`src/rtl/mux2x1_arbiter_if.sv`:
```
// rtl/mux2x1_arbiter_if.sv - handshake bundle between two requesters, the arbiter and its consumer
//
// Purpose:
//   Groups the requester A/B valid/ready/data signals, the registered output
//   stage handshake and the arbiter status outputs into one interface.
//
// Signals:
//   a_valid, a_data, a_ready  requester A handshake
//   b_valid, b_data, b_ready  requester B handshake
//   d_valid, d_data, d_ready  output stage handshake
//   d_src                     source of d_data (0=A, 1=B)
//   sel                       combinational mux select (1 when B is granted)
//   cnt_a, cnt_b              saturating accepted-word counters
//
// Modports:
//   slave   arbiter side
//   master  producer/consumer side (environment)

interface mux2x1_arbiter_if #(
    parameter int DATAWIDTH  = 8,
    parameter int COUNTWIDTH = 8
);
    logic                  a_valid;
    logic [DATAWIDTH-1:0]  a_data;
    logic                  a_ready;
    logic                  b_valid;
    logic [DATAWIDTH-1:0]  b_data;
    logic                  b_ready;
    logic                  d_valid;
    logic [DATAWIDTH-1:0]  d_data;
    logic                  d_ready;
    logic                  d_src;
    logic                  sel;
    logic [COUNTWIDTH-1:0] cnt_a;
    logic [COUNTWIDTH-1:0] cnt_b;

    modport slave (
        input  a_valid, a_data, b_valid, b_data, d_ready,
        output a_ready, b_ready, d_valid, d_data, d_src, sel, cnt_a, cnt_b
    );

    modport master (
        output a_valid, a_data, b_valid, b_data, d_ready,
        input  a_ready, b_ready, d_valid, d_data, d_src, sel, cnt_a, cnt_b
    );
endinterface

```
`src/rtl/mux2x1_arbiter.sv`:
```
// rtl/mux2x1_arbiter.sv - round-robin arbiter sharing one 2:1 mux into a single-entry output register
//
// Purpose:
//   Arbitrates between requesters A and B with round-robin priority, selects
//   the winner through one 2:1 mux and registers it into a one-entry output
//   stage. One word per cycle is sustained while the consumer keeps d_ready
//   high; the stage is refilled in the same cycle it is drained.
//
// Ports:
//   clk    rising-edge clock
//   rst_n  asynchronous active-low reset
//   bus    mux2x1_arbiter_if.slave (requester, output and status signals)

module mux2x1_arbiter #(
    parameter int DATAWIDTH  = 8,
    parameter int COUNTWIDTH = 8
) (
    input  logic                  clk,
    input  logic                  rst_n,
    mux2x1_arbiter_if.slave       bus
);

    typedef enum logic {
        EMPTY = 1'b0,
        FULL  = 1'b1
    } state_t;

    state_t                state_q;
    state_t                state_d;

    logic [DATAWIDTH-1:0]  d_data_q;
    logic                  d_src_q;
    logic                  last_grant_q;   // 0=A, 1=B won the most recent accept
    logic [COUNTWIDTH-1:0] cnt_a_q;
    logic [COUNTWIDTH-1:0] cnt_b_q;

    logic                  can_accept;
    logic                  grant_a;
    logic                  grant_b;
    logic                  a_ready_w;
    logic                  b_ready_w;
    logic                  accept_a;
    logic                  accept_b;
    logic                  accept;
    logic                  sel_w;
    logic [DATAWIDTH-1:0]  mux_word;

    // The stage can take a word when empty, or when its current word leaves this cycle.
    assign can_accept = (state_q == EMPTY) || bus.d_ready;

    // Round-robin grant: on contention the source that did not win last goes next.
    always_comb begin
        grant_a = 1'b0;
        grant_b = 1'b0;
        if (can_accept) begin
            if (bus.a_valid && bus.b_valid) begin
                grant_a = last_grant_q;
                grant_b = !last_grant_q;
            end else if (bus.a_valid) begin
                grant_a = 1'b1;
            end else if (bus.b_valid) begin
                grant_b = 1'b1;
            end
        end
    end

    // Ready is forced low while reset is held so no handshake can be seen during reset.
    assign a_ready_w = rst_n && grant_a;
    assign b_ready_w = rst_n && grant_b;

    assign accept_a  = a_ready_w && bus.a_valid;
    assign accept_b  = b_ready_w && bus.b_valid;
    assign accept    = accept_a || accept_b;

    assign sel_w     = grant_b;
    assign mux_word  = sel_w ? bus.b_data : bus.a_data;

    // Output stage next-state
    always_comb begin
        state_d = state_q;
        case (state_q)
            EMPTY: begin
                if (accept) begin
                    state_d = FULL;
                end
            end
            FULL: begin
                if (accept) begin
                    state_d = FULL;
                end else if (bus.d_ready) begin
                    state_d = EMPTY;
                end
            end
            default: state_d = EMPTY;
        endcase
    end

    always_ff @(posedge clk or negedge rst_n) begin
        if (!rst_n) begin
            state_q <= EMPTY;
        end else begin
            state_q <= state_d;
        end
    end

    // Data path register and priority pointer move only on an actual accept,
    // so idle and stalled cycles leave the rotation where it was.
    always_ff @(posedge clk or negedge rst_n) begin
        if (!rst_n) begin
            d_data_q     <= '0;
            d_src_q      <= 1'b0;
            last_grant_q <= 1'b1;
        end else if (accept) begin
            d_data_q     <= mux_word;
            d_src_q      <= sel_w;
            last_grant_q <= sel_w;
        end
    end

    // Saturating transfer counters
    always_ff @(posedge clk or negedge rst_n) begin
        if (!rst_n) begin
            cnt_a_q <= '0;
            cnt_b_q <= '0;
        end else begin
            if (accept_a && (cnt_a_q != {COUNTWIDTH{1'b1}})) begin
                cnt_a_q <= cnt_a_q + 1'b1;
            end
            if (accept_b && (cnt_b_q != {COUNTWIDTH{1'b1}})) begin
                cnt_b_q <= cnt_b_q + 1'b1;
            end
        end
    end

    assign bus.a_ready = a_ready_w;
    assign bus.b_ready = b_ready_w;
    assign bus.sel     = sel_w;
    assign bus.d_valid = (state_q == FULL);
    assign bus.d_data  = d_data_q;
    assign bus.d_src   = d_src_q;
    assign bus.cnt_a   = cnt_a_q;
    assign bus.cnt_b   = cnt_b_q;

endmodule

```
`src/flat_wrapper.sv`:
```
// flat-port wrapper written by rule: the top's interface ports become plain ports
module mux2x1_arbiter_flat 
#(
    parameter int DATAWIDTH  = 8,
    parameter int COUNTWIDTH = 8
)
  (clk, rst_n, bus_a_valid, bus_a_data, bus_b_valid, bus_b_data, bus_d_ready, bus_a_ready, bus_b_ready, bus_d_valid, bus_d_data, bus_d_src, bus_sel, bus_cnt_a, bus_cnt_b);
  mux2x1_arbiter_if #(.DATAWIDTH(DATAWIDTH), .COUNTWIDTH(COUNTWIDTH)) bus_i ();
  input  logic clk;
  input  logic rst_n;
  input wire logic [$bits(bus_i.a_valid)-1:0] bus_a_valid;
  input wire logic [$bits(bus_i.a_data)-1:0] bus_a_data;
  input wire logic [$bits(bus_i.b_valid)-1:0] bus_b_valid;
  input wire logic [$bits(bus_i.b_data)-1:0] bus_b_data;
  input wire logic [$bits(bus_i.d_ready)-1:0] bus_d_ready;
  output wire logic [$bits(bus_i.a_ready)-1:0] bus_a_ready;
  output wire logic [$bits(bus_i.b_ready)-1:0] bus_b_ready;
  output wire logic [$bits(bus_i.d_valid)-1:0] bus_d_valid;
  output wire logic [$bits(bus_i.d_data)-1:0] bus_d_data;
  output wire logic [$bits(bus_i.d_src)-1:0] bus_d_src;
  output wire logic [$bits(bus_i.sel)-1:0] bus_sel;
  output wire logic [$bits(bus_i.cnt_a)-1:0] bus_cnt_a;
  output wire logic [$bits(bus_i.cnt_b)-1:0] bus_cnt_b;
  assign bus_i.a_valid = bus_a_valid;
  assign bus_i.a_data = bus_a_data;
  assign bus_i.b_valid = bus_b_valid;
  assign bus_i.b_data = bus_b_data;
  assign bus_i.d_ready = bus_d_ready;
  assign bus_a_ready = bus_i.a_ready;
  assign bus_b_ready = bus_i.b_ready;
  assign bus_d_valid = bus_i.d_valid;
  assign bus_d_data = bus_i.d_data;
  assign bus_d_src = bus_i.d_src;
  assign bus_sel = bus_i.sel;
  assign bus_cnt_a = bus_i.cnt_a;
  assign bus_cnt_b = bus_i.cnt_b;
  mux2x1_arbiter #(.DATAWIDTH(DATAWIDTH), .COUNTWIDTH(COUNTWIDTH)) u_core (.clk(clk), .rst_n(rst_n), .bus(bus_i));
endmodule
```
`config.mk`:
```
export PLATFORM = sky130hd
export DESIGN_NAME = mux2x1_arbiter_flat
export DESIGN_NICKNAME = d
export VERILOG_FILES = /design/src/rtl/mux2x1_arbiter_if.sv /design/src/rtl/mux2x1_arbiter.sv /design/src/flat_wrapper.sv
export SDC_FILE = /design/constraint.sdc
export NUM_CORES = 1
export LEC_CHECK = 0
export ABC_AREA = 1
export ABC_CLOCK_PERIOD_IN_PS = 1700
export CAP_MARGIN = 20
export CORE_UTILIZATION = 62
export DETAILED_ROUTE_END_ITERATION = 10
export DONT_BUFFER_PORTS = 1
export PLACE_DENSITY = 0.8
export SETUP_SLACK_MARGIN = 0.15
export SLEW_MARGIN = 0
export SYNTH_ARGS = -nofsm -noshare
export SYNTH_HDL_FRONTEND = slang
export SYNTH_SLANG_ARGS = --single-unit
```
`constraint.sdc`:
```
create_clock -name clk -period 1.7 [get_ports clk]
set_clock_uncertainty 0.2 [all_clocks]
set_input_delay 0.34 -clock clk [delete_from_list [all_inputs] [get_ports clk]]
set_output_delay 0.34 -clock clk [all_outputs]
set_load 0.1 [all_outputs]
```
==> run summary, run 1 <==
Num CTS Buffers: 3
CTS root buf: clkbuf_4
simple-gate area share of the yosys netlist: 45.7%
clk buf depth: 2
Synth Area in Adders: 1.61%
HPWL after DPL: 2750 um
Starting Density: 67.7%
Die Width: 52.1 um
Seq/Total Area, Yosys: 43.5%
YS warnings: 0
largest net degree at the start of global routing: 28
library cells used by synthesis: 18
Final GP Congestion: 0.796
area share of xor/xnor cells in the synthesized design: 3.38%
DIE HEIGHT: 52.1 um
Ports: 50
top cells by area, synth: dfrtp_1 (42%), nand2_1 (30%), nand3_1 (5.1%)
Syn Area/Cell: 7.10 um^2
post-synthesis mux area share: 0%
clk sink count: 27
GR repair worst EP: bus_a_ready
Synth Flop Type: dfrtp_1
synth cell count leaders: nand2_1 (123), dfrtp_1 (26), inv_1 (16), nand3_1 (16), nor2_1 (12)
most numerous cell in the Yosys netlist: nand2_1
combinational family with the most area after synthesis: simple AND/OR/NAND/NOR gates
Post-Syn Area: 1560 um^2
ys async rst share: 100%
Rows: 17
Synth top area share: 41.8%
CTS HTree Levels: 1
syn_nets: 242
Error Message: [ERROR DPL-0038] Utilization greater than 100%, impossible to legalize
number of instances in the placed design: 276
status: stopped before the end
Syn Inst Count: 219
post-synth top area cell: dfrtp_1
Synth Register Bits: 27
Stop stage: global routing (5_1_grt)
EDFF count, synth: 0
IO Port Bufs: 0
compound-gate portion of the synthesized area: 1.29%
WEP type: output port
## per-stage QoR
step	setup TNS [ns]	cell area (um^2)	setup WS (ns)
detailed placement	0	1880	0.0585
global placement	0	1880	0.105
CTS	-0.637	2170	-0.223
floorplan	-6.11	1590	-0.264
## logic make-up after synthesis
| group | Yosys count |
|---|---|
| adder cells (fa/ha/maj) | 2 |
| AO/OA/AOI/OAI | 4 |
| buffers and inverters | 18 |
| AND/OR/NAND/NOR | 162 |
| flip-flops | 27 |
| XOR/XNOR | 6 |
## repair_timing
| action | 4_1_cts |
|---|---|
| pin swaps | 9 |
| resized for setup | 46 |
| endpoints found under the setup margin | 45 |
| hold buffers | 3 |
| hold endpoints to repair | 28 |
| setup buffers | 8 |
==> run 2, diff against run 1 <==
CORE_UTILIZATION = 40   (was 62)
PLACE_DENSITY = not set   (was 0.8)
PLACE_DENSITY_LB_ADDON = 0.15   (was not set)
SETUP_SLACK_MARGIN = not set   (was 0.15)
==> run summary, run 2 <==
status: finished, violations left
failing checks: negative setup slack
top cells by area, synth: dfrtp_1 (42%), nand2_1 (30%), nand3_1 (5.1%)
Syn Area/Cell: 7.10 um^2
global-route wire length before repair: 6090 um
most numerous cell in the Yosys netlist: nand2_1
number of instances in the placed design: 296
CTS HTree Levels: 1
final WL: 3690 um
Reg clk slew, reported paths: 0.09 ns
largest net degree at the start of global routing: 28
Req. time, crit path: 1.16 ns
Rows: 22
Final period util: 117%
synth cell count leaders: nand2_1 (123), dfrtp_1 (26), inv_1 (16), nand3_1 (16), nor2_1 (12)
fin area: 2080 um^2
CP max FO: 5
Ports: 50
DIE HEIGHT: 64.4 um
TNS Setup: -2.23 ns
worst reg2reg path startpoint: u_core.bus.d_valid$_DFF_PN0_
library cells used by synthesis: 18
placed cell areas: 1890 um^2
Seq/Total Area, Yosys: 43.5%
final core occ: 56.4%
crit path launch type: flop
most common cell after layout, fill and taps aside: nand2_1
crit end category: primary output
Critical Path Start: u_core.bus.d_valid$_DFF_PN0_
post-synth top area cell: dfrtp_1
hold wc startpoint: bus_b_data[7]
multi-input logic area: 880 um^2
antenna viol nets, final: 0
Final WS setup: -0.287 ns
TritonCTS clock tree: built
Layout fillers: 363
syn_nets: 242
worst skew pair latency: 0.27 ns
CTS root buf: clkbuf_8
Switching Share: 58.8%
clk sink count: 27
Syn Inst Count: 219
Synth Register Bits: 27
Num CTS Buffers: 3
Starting Density: 42.2%
Layout area overhead: 33.9%
core footprint: 3690 um^2
VDD IR max: 1.25 mV
arrival time at the worst endpoint: 1.45 ns
Finished Layout Cells: 308
commonest cells after routing, fill and taps aside: nand2_1 (115), buf_4 (31), dfrtp_1 (18), nand3_1 (15), inv_1 (13)
fin crit period: 1.99 ns
Final GP Congestion: 0.719
Pwr Density: 1730 nW/um^2
sequential power share: 27.9%
clk buf depth: 2
all-layer global routing usage: 19.0%
via count of the routed design: 1464
DR vias/cell: 4.75
GR Overflow Total: 0
Synth top area share: 41.8%
# Max-Cap Violations: 0
worst slew pin tran: 0.749 ns
DRT Pass-1 Iters: 4
Post-Syn Area: 1560 um^2
worst setup path class: flop to primary output
layout cells sized above 1: 27.7%
EDFF count, synth: 0
number of global-route vias before repair: 1291
maximum clock frequency: 0.503 GHz
antenna diode count: 0
leakage: 1.10 nW
Slew headroom: 50.0%
RSZ-0062 raised after global routing: yes
final hold viol count: 0
internal power: 1.48 mW
ys async rst share: 100%
post-route DRC violation count: 0
Slew Viols, Final: 0
Initial DRC Count: 63
wire length per cell: 12.0 um
combinational power share: 61.9%
initial antenna violation count: 0
die area: 4140 um^2
HPWL after DPL: 2490 um
IO Port Bufs: 0
Clock power frac: 10.3%
final net count: 284
Die Width: 64.4 um
Net Sw Power: 2.11 mW
YS warnings: 0
Synth Flop Type: dfrtp_1
Min-Delay Path Class: primary input to flop
storage element area: 689 um^2
count of final setup violators: 14
run 2: cell counts after synthesis:
Identical to the previous run, type by type.
run 2: final timing paths:
path	end	slack (ns)	cells past startpoint
hold / removal	u_core.bus.d_data[7]$_DFFE_PN0P_	0.06	4
max in group asynchronous	u_core.last_grant_q$_DFFE_PN1P_	0.77	2
setup / recovery	bus_sel	-0.29	3
hold reg to reg	u_core.bus.d_data[3]$_DFFE_PN0P_	0.33	2
min in group asynchronous	u_core.bus.cnt_b[5]$_DFFE_PN0P_	0.30	2
setup reg to reg	u_core.bus.cnt_b[2]$_DFFE_PN0P_	-0.19	6
run 2: power by group through the flow:
stage	registers, mW	clock network (mW)	logic, mW
finish	1.00	0.370	2.23
global route	1.04	0.409	2.33
CTS	0.996	0.381	2.22
detailed placement	1.01	0	2.14
global placement	1.00	0	2.13
floorplan	2.26	0	0.460
run 2: what timing repair did:
action                     CTS  global route
cloned                       1             0
pin swaps                    4             5
gates resized for setup     11             9
setup endpoints to repair   19            28
hold buffers                 2             0
buffers inserted             4             3
hold endpoints to repair    27             0
run 2: area by class of cell:
type / instances / area share (%)
multi-input combinational: 175 / 42.2
inverter: 16 / 3.37
clock buffer: 3 / 1.98
sequential: 27 / 33.1
clock inverter: 1 / 0.240
timing repair buffer: 38 / 16.2
tap: 48 / 2.88
run 2: cell families after synthesis:
| family | count (synthesis) | synth area share, % |
|---|---|---|
| AOI/OAI and AO/OA | 4 | 1.29 |
| buffers and inverters | 18 | 4.51 |
| adders and majority gates | 2 | 1.61 |
| DFF | 27 | 43.5 |
| and+or+nand+nor | 162 | 45.7 |
| xor gates and xnor gates | 6 | 3.38 |
run 2: metrics by stage:
step           setup WS [ns]  hold slack, ns  total power [mW]
6_report              -0.287          0.0589              3.60
5_1_grt               -0.323          0.0678              3.78
4_1_cts               -0.309          0.0554              3.60
3_5_place_dp          -0.226          -0.155              3.15
3_3_place_gp          -0.190          -0.155              3.13
2_1_floorplan         -0.264          -0.156              2.72
run 2: per-layer routing:
layer  vias to the layer above  wire [um]  share of wire [%]  track usage [%]
met3                         4        157                4.3             3.39
li1                        755          -                  -                -
met4                         0         49                1.3             6.67
met5                         -          0                  0                0
met2                        32       1790                 49             30.3
met1                       673       1690                 46             25.8
run 2: worst max-delay path: stages, from the launching register on:
cell and delay [ns]:
dfrtp_4 0.50, inv_4 0.06, nor2_4 0.04, nor2_4 0.57
Power figures use the tool's default switching activity.
